--- src/rtl/pc_sequencer.sv ---
// Program-counter sequencer: owns the PC, selects the next fetch address from
// opcode/jump field/zero flag, and provides CALL/RET through a return-address stack.
module pc_sequencer #(
  parameter int PC_WIDTH    = 10,
  parameter int STACK_DEPTH = 4
) (
  input  logic                               clk,
  input  logic                               reset,
  input  logic [5:0]                         opcode,
  input  logic [PC_WIDTH-1:0]                dir_salto,
  input  logic                               z,
  input  logic                               stall,
  output logic [PC_WIDTH-1:0]                pc,
  output logic [$clog2(STACK_DEPTH+1)-1:0]   sp_level,
  output logic                               stack_full,
  output logic                               stack_empty,
  output logic                               err_overflow,
  output logic                               err_underflow
);

  localparam int SPW = $clog2(STACK_DEPTH + 1);
  localparam int IW  = $clog2(STACK_DEPTH);

  localparam logic [5:0] OP_J    = 6'b000100;
  localparam logic [5:0] OP_JZ   = 6'b000101;
  localparam logic [5:0] OP_JNZ  = 6'b000110;
  localparam logic [5:0] OP_CALL = 6'b000111;
  localparam logic [5:0] OP_RET  = 6'b001000;

  localparam logic [PC_WIDTH-1:0] PC_ONE  = PC_WIDTH'(1);
  localparam logic [SPW-1:0]      SP_ONE  = SPW'(1);
  localparam logic [SPW-1:0]      SP_FULL = SPW'(STACK_DEPTH);

  logic [PC_WIDTH-1:0] pc_q, pc_d, pc_inc;
  logic [SPW-1:0]      sp_q, sp_d, sp_dec;
  logic                ovf_q, ovf_d, unf_q, unf_d;
  logic                push;
  logic                full, empty;
  logic [IW-1:0]       push_idx, pop_idx;

  logic [PC_WIDTH-1:0] stack_mem [STACK_DEPTH];

  assign full     = (sp_q == SP_FULL);
  assign empty    = (sp_q == '0);
  assign pc_inc   = pc_q + PC_ONE;
  assign sp_dec   = sp_q - SP_ONE;
  assign push_idx = sp_q[IW-1:0];
  assign pop_idx  = sp_dec[IW-1:0];

  // Next-state selection; stall freezes every piece of architectural state.
  always_comb begin
    pc_d  = pc_q;
    sp_d  = sp_q;
    ovf_d = ovf_q;
    unf_d = unf_q;
    push  = 1'b0;
    if (!stall) begin
      pc_d = pc_inc;
      case (opcode)
        OP_J:   pc_d = dir_salto;
        OP_JZ:  if (z)  pc_d = dir_salto;
        OP_JNZ: if (!z) pc_d = dir_salto;
        OP_CALL: begin
          if (!full) begin
            push = 1'b1;
            pc_d = dir_salto;
            sp_d = sp_q + SP_ONE;
          end else begin
            ovf_d = 1'b1;
          end
        end
        OP_RET: begin
          if (!empty) begin
            pc_d = stack_mem[pop_idx];
            sp_d = sp_dec;
          end else begin
            unf_d = 1'b1;
          end
        end
        default: ;
      endcase
    end
  end

  always_ff @(posedge clk or posedge reset) begin
    if (reset) begin
      pc_q  <= '0;
      sp_q  <= '0;
      ovf_q <= 1'b0;
      unf_q <= 1'b0;
    end else begin
      pc_q  <= pc_d;
      sp_q  <= sp_d;
      ovf_q <= ovf_d;
      unf_q <= unf_d;
    end
  end

  // Entries at or above sp_level are never read, so the storage needs no reset.
  always_ff @(posedge clk) begin
    if (push && !reset) stack_mem[push_idx] <= pc_inc;
  end

  assign pc            = pc_q;
  assign sp_level      = sp_q;
  assign stack_full    = full;
  assign stack_empty   = empty;
  assign err_overflow  = ovf_q;
  assign err_underflow = unf_q;

endmodule

--- config.mk ---
export PLATFORM = sky130hd
export DESIGN_NAME = pc_sequencer
export DESIGN_NICKNAME = d
export VERILOG_FILES = /design/src/rtl/pc_sequencer.sv
export SDC_FILE = /design/constraint.sdc
export NUM_CORES = 1
export LEC_CHECK = 0
export ABC_CLOCK_PERIOD_IN_PS = 6380
export BUFFER_PORTS_ARGS = -buffer_cell sky130_fd_sc_hd__buf_2
export CORE_MARGIN = 1
export CORE_UTILIZATION = 33
export CTS_CLUSTER_SIZE = 20
export DETAILED_ROUTE_END_ITERATION = 16
export GPL_TIMING_DRIVEN = 0
export PLACE_DENSITY = 0.58
export SLEW_MARGIN = 20
export SYNTH_ARGS = -nofsm -noshare
export SYNTH_HDL_FRONTEND = slang
export SYNTH_SLANG_ARGS = --single-unit
--- constraint.sdc ---
create_clock -name clk -period 6.38 [get_ports clk]
set_clock_uncertainty 0.15 [all_clocks]
set_input_delay 0.319 -clock clk [delete_from_list [all_inputs] [get_ports clk]]
set_output_delay 0.319 -clock clk [all_outputs]
set_load 0.05 [all_outputs]
==> impl_metrics.py, run 1 <==
metrics = {
    "worst_setup_path": {
        "startpoint_type": "flop",
        "critPathRequiredTime_ps": 6180,
        "critPathKind": "flop to flop",
        "cp_top_family": "simple AND/OR/NAND/NOR gates",
        "path_common_cell": "and2_1",
        "worstPathCellList": "buf_2 > inv_1 > ha_1 > and2_1 > clkbuf_1 > nor4_1 > and2_1",
        "critPathSlowestCell": "and2_1",
        "cp.arrival_ps": 3050,
        "cp_slowest_stage_delay_ps": 620,
        "critPathBufInv": 3,
        "cp-end-kind": "flop",
        "crit_fanout": 10,
    },
    "die": {
        "fp.dieW_um": 92.50,
        "rows": 32,
        "start_util": 0.3462,
        "io_pins": 37,
        "core_um2": 7807,
        "dieArea_um2": 8555,
        "die_h_um": 92.50,
    },
    "power_and_ir_drop": {
        "leakage_uw": 0.001131,
        "intPower_uw": 751.7,
        "p_switching_uw": 503.6,
        "ir_drop_v": 0.0001086,
        "seq_power_share": 0.392,
        "clkPwrFrac": 0.182,
        "switching_share": 0.4012,
        "total_power_uw": 1255,
        "pwr-share-comb": 0.426,
        "pwr_density_cell_nw_per_um2": 402.0,
    },
    "synthesis": {
        "ys_seq_area_frac": 0.5833,
        "ys_types": 49,
        "netlist_area_um2": 2703,
        "yosys.area.top_type": "edfxtp_1",
        "ys_seq_elements": 55,
        "synth.avg_cell_area_um2": 13.45,
        "synth.area.top_cells": "edfxtp_1 (44%), dfrtp_1 (14%), mux4_2 (8.3%)",
        "netlist.area_leader.share": 0.4444,
        "synthesis.nets": 227,
        "synth_cells": 201,
        "ys_warn_count": 0,
    },
    "placement": {
        "io_buffers": 35,
        "gp_congestion": 0.7677,
        "hpwl_mm": 4.394,
        "dpl.cell_count": 338,
    },
    "layout": {
        "fillers": 753,
        "final_cell_mix": "edfxtp_1 (40), buf_2 (36), nand3_1 (15), dfrtp_1 (15), inv_1 (11)",
        "register_area_um2": 1577,
        "antenna_cells": 0,
        "layout-drive-gt1-share": 0.2531,
        "final_common_cell": "edfxtp_1",
        "final_nets": 270,
        "syn_to_final_growth_pct": 15.56,
        "multiInputGateArea_um2": 1041,
        "fin_cells": 347,
    },
    "drt": {
        "route.detailed.drc": 0,
        "wl_per_cell_um": 18.46,
        "drt_iter0_drc": 117,
        "drtAntennaViolNets": 0,
        "drt-pass1-iter-count": 4,
        "dr_total_vias": 1858,
        "vias_per_cell": 5.354,
        "wl_mm": 6.407,
    },
    "cts": {
        "clk_path_buf_depth": 2,
        "cts.sinks": 55,
        "cts_tree": "built",
        "clk_latency_ps": 310,
        "htreeDepth": 2,
        "cts_made_buffers": 5,
        "holdBufCountCts": 1,
        "clockRootBuffer": "clkbuf_8",
        "clk_pin_slew_ps": 100,
        "post_cts.repair.setup_buffers": 0,
        "cts_resized": 0,
    },
    "sta": {
        "post-route-period-util": 0.5091,
        "setup_viol": 0,
        "finalCriticalPeriod_ps": 3248,
        "fmax_mhz": 307.9,
        "relSlewSlack": 0.3197,
        "worst_pin_slew_ps": 1020,
        "rsz0062_at_grt": "no",
        "setup_tns_ps": 0,
        "finalHoldViolCount": 0,
        "hold_slack_ps": 146.0,
        "drv_slew": 0,
    },
    "global_route": {
        "grt_pass1_vias": 1777,
        "grt_max_degree": 17,
        "grt-ovfl-total": 0,
        "grt_pass1_wl_mm": 9.949,
        "grtUsageTotal": 0.1589,
        "antenna_found_initial": 0,
    },
    "status": {
        "outcome": "completed",
    },
    "min_path": {
        "hp-class": "input pin to flop",
    },
    "job": {
        "cap_violations": 0,
    },
}
## Yosys cell counts, drive strengths merged
cell type  number
a21o            1
a21oi           3
a221oi          2
a311oi          3
a31oi           3
a32oi           6
a41o            1
a41oi           1
and2            6
and4            2
buf             2
clkbuf          9
dfrtp          15
edfxtp         40
ha              6
inv            11
mux2i           1
mux4           10
nand2           6
nand2b          2
nand3          15
nand3b          1
nand4           1
nor2            8
nor2b           1
nor3            5
nor3b           1
nor4            2
nor4b           2
o2111a          1
o2111ai         2
o211ai          1
o21a            3
o21ai           4
o221ai          1
o22ai           7
o2bb2ai         1
or2             4
or2b            1
or4             1
or4b            1
xnor2           5
xor2            3
## metal layers
metal | track usage | share of wire | vias to the layer above
li1 | - | - | 872
met5 | 0 | 0 | -
met1 | 0.2047 | 0.45 | 940
met3 | 0.02874 | 0.044 | 6
met2 | 0.2759 | 0.50 | 40
met4 | 0.03906 | 0.0094 | 0
## sequential cells by signal, indices dropped and copies added, names as in the netlist
register       count
err_underflow      1
pc                10
sp_level           3
stack_mem         40
err_overflow       1
## path summary, 6_finish.rpt
kind	start	end	slack, ps	cells after the start
hold / removal	dir_salto[8]	pc[8]$_DFFE_PP0N_	150	3
min in group asynchronous	reset	sp_level[2]$_DFFE_PP0P_	510	3
setup / recovery	sp_level[0]$_DFFE_PP0P_	stack_mem[0][0]$_DFFE_PP_	3130	7
hold reg to reg	err_overflow$_DFFE_PP0P_	err_overflow$_DFFE_PP0P_	330	1
max in group asynchronous	reset	pc[5]$_DFFE_PP0N_	5130	3
setup reg to reg	sp_level[0]$_DFFE_PP0P_	stack_mem[0][0]$_DFFE_PP_	3130	7
## power groups by stage
stage | logic (uW) | registers, uW | clock network [uW]
after floorplan | 294 | 604 | 0
after global placement | 525 | 500 | 0
after detailed placement | 532 | 501 | 0
after CTS | 536 | 493 | 233
after global routing | 577 | 500 | 245
final | 534 | 492 | 229
## stage by stage
stage,util,area [um^2],worst slack [ps]
after CTS,0.4000,3123,3065
after global placement,0.3849,3005,3086
final,0.4000,3123,3132
after floorplan,-,2703,3184
after global routing,0.4000,3123,2807
after detailed placement,0.3849,3005,3078
## cells by family (layout without fill, tap and decap cells)
group | Yosys count | count (layout) | share of synthesized area
buf+inv | 22 | 66 | 0.03148
flops | 55 | 55 | 0.5833
compound gates | 40 | 40 | 0.1120
xor+xnor | 8 | 8 | 0.02593
simple gates | 59 | 59 | 0.1324
fa+ha+maj | 6 | 6 | 0.02778
mux | 11 | 11 | 0.08704
## worst reg2reg max path, stage by stage (launching register included)
cell      delay (ps)
dfrtp_1          440
buf_2            380
inv_1            180
ha_1             250
and2_1           160
clkbuf_1         170
nor4_1           540
and2_1           620
## area by class of cell
| cell class | count | share of cell area |
|---|---|---|
| clock inverters | 3 | 0.01242 |
| flip-flops and latches | 55 | 0.5048 |
| inverters | 11 | 0.01322 |
| plain buffers | 11 | 0.01402 |
| repair buffers | 36 | 0.05929 |
| multi-input cells | 124 | 0.3333 |
| well taps | 102 | 0.04087 |
| clock buffers | 5 | 0.02204 |
Note: power is estimated with default switching activity, not from simulation.
==> inputs of run 2 (changes only) <==
--- a/config.mk
+++ b/config.mk
@@ -5,7 +5,7 @@
 export SDC_FILE = /design/constraint.sdc
 export NUM_CORES = 1
 export LEC_CHECK = 0
-export ABC_CLOCK_PERIOD_IN_PS = 6380
+export ABC_CLOCK_PERIOD_IN_PS = 3100
 export BUFFER_PORTS_ARGS = -buffer_cell sky130_fd_sc_hd__buf_2
 export CORE_MARGIN = 1
 export CORE_UTILIZATION = 33
==> constraint.sdc (replaced) <==
create_clock -name clk -period 3.1 [get_ports clk]
set_clock_uncertainty 0.15 [all_clocks]
set_input_delay 0.155 -clock clk [delete_from_list [all_inputs] [get_ports clk]]
set_output_delay 0.155 -clock clk [all_outputs]
set_load 0.05 [all_outputs]
==> run 2 against run 1 <==
  * Worst setup slack worse by 2800 ps
  * Largest power group unchanged
  * Sequential power up 110%
  * Core utilization up 0.56 points
  * Die area unchanged
  * Sequential cell count unchanged
==> impl_metrics.py, run 2 (synthesis results as in run 1) <==
metrics = {
    "worst_setup_path": {
        "cp_slowest_stage_delay_ps": 520,
        "critPathKind": "flop to flop",
        "rr_endpoint": "sp_level[1]$_DFFE_PP0P_",
        "cp-end-kind": "flop",
        "reg2reg_depth": 8,
        "critPathSlowestCell": "or4_4",
        "r2r_slack_ps": 330,
        "worstPathCellList": "buf_2 > inv_1 > ha_2 > and2_1 > clkbuf_1 > or4_4 > a21oi_1 > mux2i_1",
        "r2r-start": "sp_level[0]$_DFFE_PP0P_",
        "critPathRequiredTime_ps": 3180,
        "cp-startpoint": "sp_level[0]$_DFFE_PP0P_",
        "startpoint_type": "flop",
        "cp.arrival_ps": 2860,
        "crit_fanout": 10,
    },
    "sta": {
        "fmax_mhz": 360.6,
        "relSlewSlack": 0.3686,
        "post-route-period-util": 0.8945,
        "finalHoldViolCount": 0,
        "rsz0062_at_grt": "no",
        "drv_slew": 0,
        "setup_viol": 0,
        "setup_tns_ps": 0,
        "finalCriticalPeriod_ps": 2773,
        "worst_pin_slew_ps": 947.2,
    },
    "drt": {
        "vias_per_cell": 5.128,
        "wl_per_cell_um": 17.44,
        "wl_mm": 6.123,
        "drt-pass1-iter-count": 4,
        "drt_iter0_drc": 88,
        "route.detailed.drc": 0,
        "dr_total_vias": 1800,
        "drtAntennaViolNets": 0,
    },
    "placement": {
        "io_buffers": 35,
        "gp_congestion": 0.7726,
        "dpl.cell_count": 338,
        "hpwl_mm": 4.272,
        "dpl_cell_area_um2": 3007,
    },
    "die": {
        "die_h_um": 92.50,
        "io_pins": 37,
        "rows": 32,
        "dieArea_um2": 8555,
        "start_util": 0.3462,
        "core_um2": 7807,
        "fp.dieW_um": 92.50,
    },
    "global_route": {
        "grt-ovfl-total": 0,
        "antenna_found_initial": 0,
        "grt_pass1_vias": 1771,
        "grt_max_degree": 18,
        "grt_pass1_wl_mm": 9.653,
        "grtUsageTotal": 0.1519,
    },
    "min_path": {
        "hp-start": "dir_salto[4]",
        "holdPathStages": 3,
        "min_to": "pc[4]$_DFFE_PP0N_",
        "hp-class": "input pin to flop",
    },
    "layout": {
        "final_cell_mix": "edfxtp_1 (40), buf_2 (36), nand3_1 (15), dfrtp_1 (14), inv_1 (11)",
        "fin_util": 0.4056,
        "register_area_um2": 1578,
        "fillers": 763,
        "final_common_cell": "edfxtp_1",
        "final_nets": 274,
        "largest_register_ffs": 40,
        "fin_cells": 351,
        "syn_to_final_growth_pct": 17.18,
        "postLayoutCellArea_um2": 3167,
        "antenna_cells": 0,
        "multiInputGateArea_um2": 1055,
        "top_register": "stack_mem",
        "layout-drive-gt1-share": 0.2811,
    },
    "status": {
        "outcome": "completed",
    },
    "cts": {
        "cts_made_buffers": 5,
        "clk_pin_slew_ps": 100,
        "cts_tree": "built",
        "htreeDepth": 2,
        "clk_latency_ps": 310,
        "clockRootBuffer": "clkbuf_8",
        "clk_path_buf_depth": 2,
        "cts.sinks": 55,
    },
    "power_and_ir_drop": {
        "leakage_uw": 0.001140,
        "ir_drop_v": 0.0002095,
        "pwr_density_cell_nw_per_um2": 791.4,
    },
    "job": {
        "cap_violations": 0,
    },
}
run 2: cell count changes in the layout (fill, tap and decap cells not counted), sizes merged:
cell         previous run  this run
bufinv                  1         0
inv                    11        12
clkinvlp                0         1
clkinv                  2         0
dlygate4sd3             1         6
run 2: worst max path at each step:
| stage | to |
|---|---|
| 2_1_floorplan | stack_mem[0][0]$_DFFE_PP_ |
| 3_3_place_gp | pc[9]$_DFFE_PP0N_ |
| 3_5_place_dp | pc[9]$_DFFE_PP0N_ |
| 4_1_cts | stack_mem[3][0]$_DFFE_PP_ |
| 5_1_grt | pc[7]$_DFFE_PP0N_ |
| 6_report | sp_level[1]$_DFFE_PP0P_ |
run 2: critical path: cells and delay by family (launching register included):
kind | cells | cell delay [ps]
AOI/OAI and AO/OA | 1 | 310
adders and majority gates | 1 | 220
DFF | 1 | 430
muxes | 1 | 230
buffers and inverters | 3 | 690
and+or+nand+nor | 2 | 670
run 2: repair_timing:
item                       4_1_cts  5_1_grt
hold endpoints to repair        20        0
setup endpoints to repair       31       42
pin swaps                        0        0
setup buffers                    0        0
gates resized for setup          3        5
hold buffers                     6        0
run 2: layout make-up:
| type | count | area share |
|---|---|---|
| Inverter | 11 | 0.01304 |
| Tap cell | 102 | 0.04030 |
| Clock buffer | 6 | 0.02292 |
| Multi-Input combinational cell | 124 | 0.3331 |
| Clock inverter | 2 | 0.005136 |
| Buffer | 10 | 0.01304 |
| Timing Repair Buffer | 41 | 0.07428 |
| Sequential cell | 55 | 0.4982 |
run 2: metal layers:
| metal | vias up | global-route usage | wire (um) |
|---|---|---|---|
| met1 | 875 | 0.2027 | 2745 |
| met4 | 0 | 0.04557 | 38 |
| met5 | - | 0 | 0 |
| li1 | 882 | - | - |
| met2 | 39 | 0.2525 | 3057 |
| met3 | 4 | 0.02627 | 282 |
run 2: power breakdown:
group / total [uW] / switching, uW / internal [uW]
clock: 398 / 235 / 163
combinational: 1090 / 707 / 386
sequential: 1020 / 81.5 / 934
run 2: per-stage QoR:
step	setup slack (ps)	total power (uW)	hold WS (ps)
after floorplan	81.04	1850	-93.59
after global placement	-77.50	2117	146.9
after detailed placement	-50.02	2125	147.6
after CTS	8.922	2533	31.65
after global routing	86.13	2661	36.19
final	327.1	2506	46.63
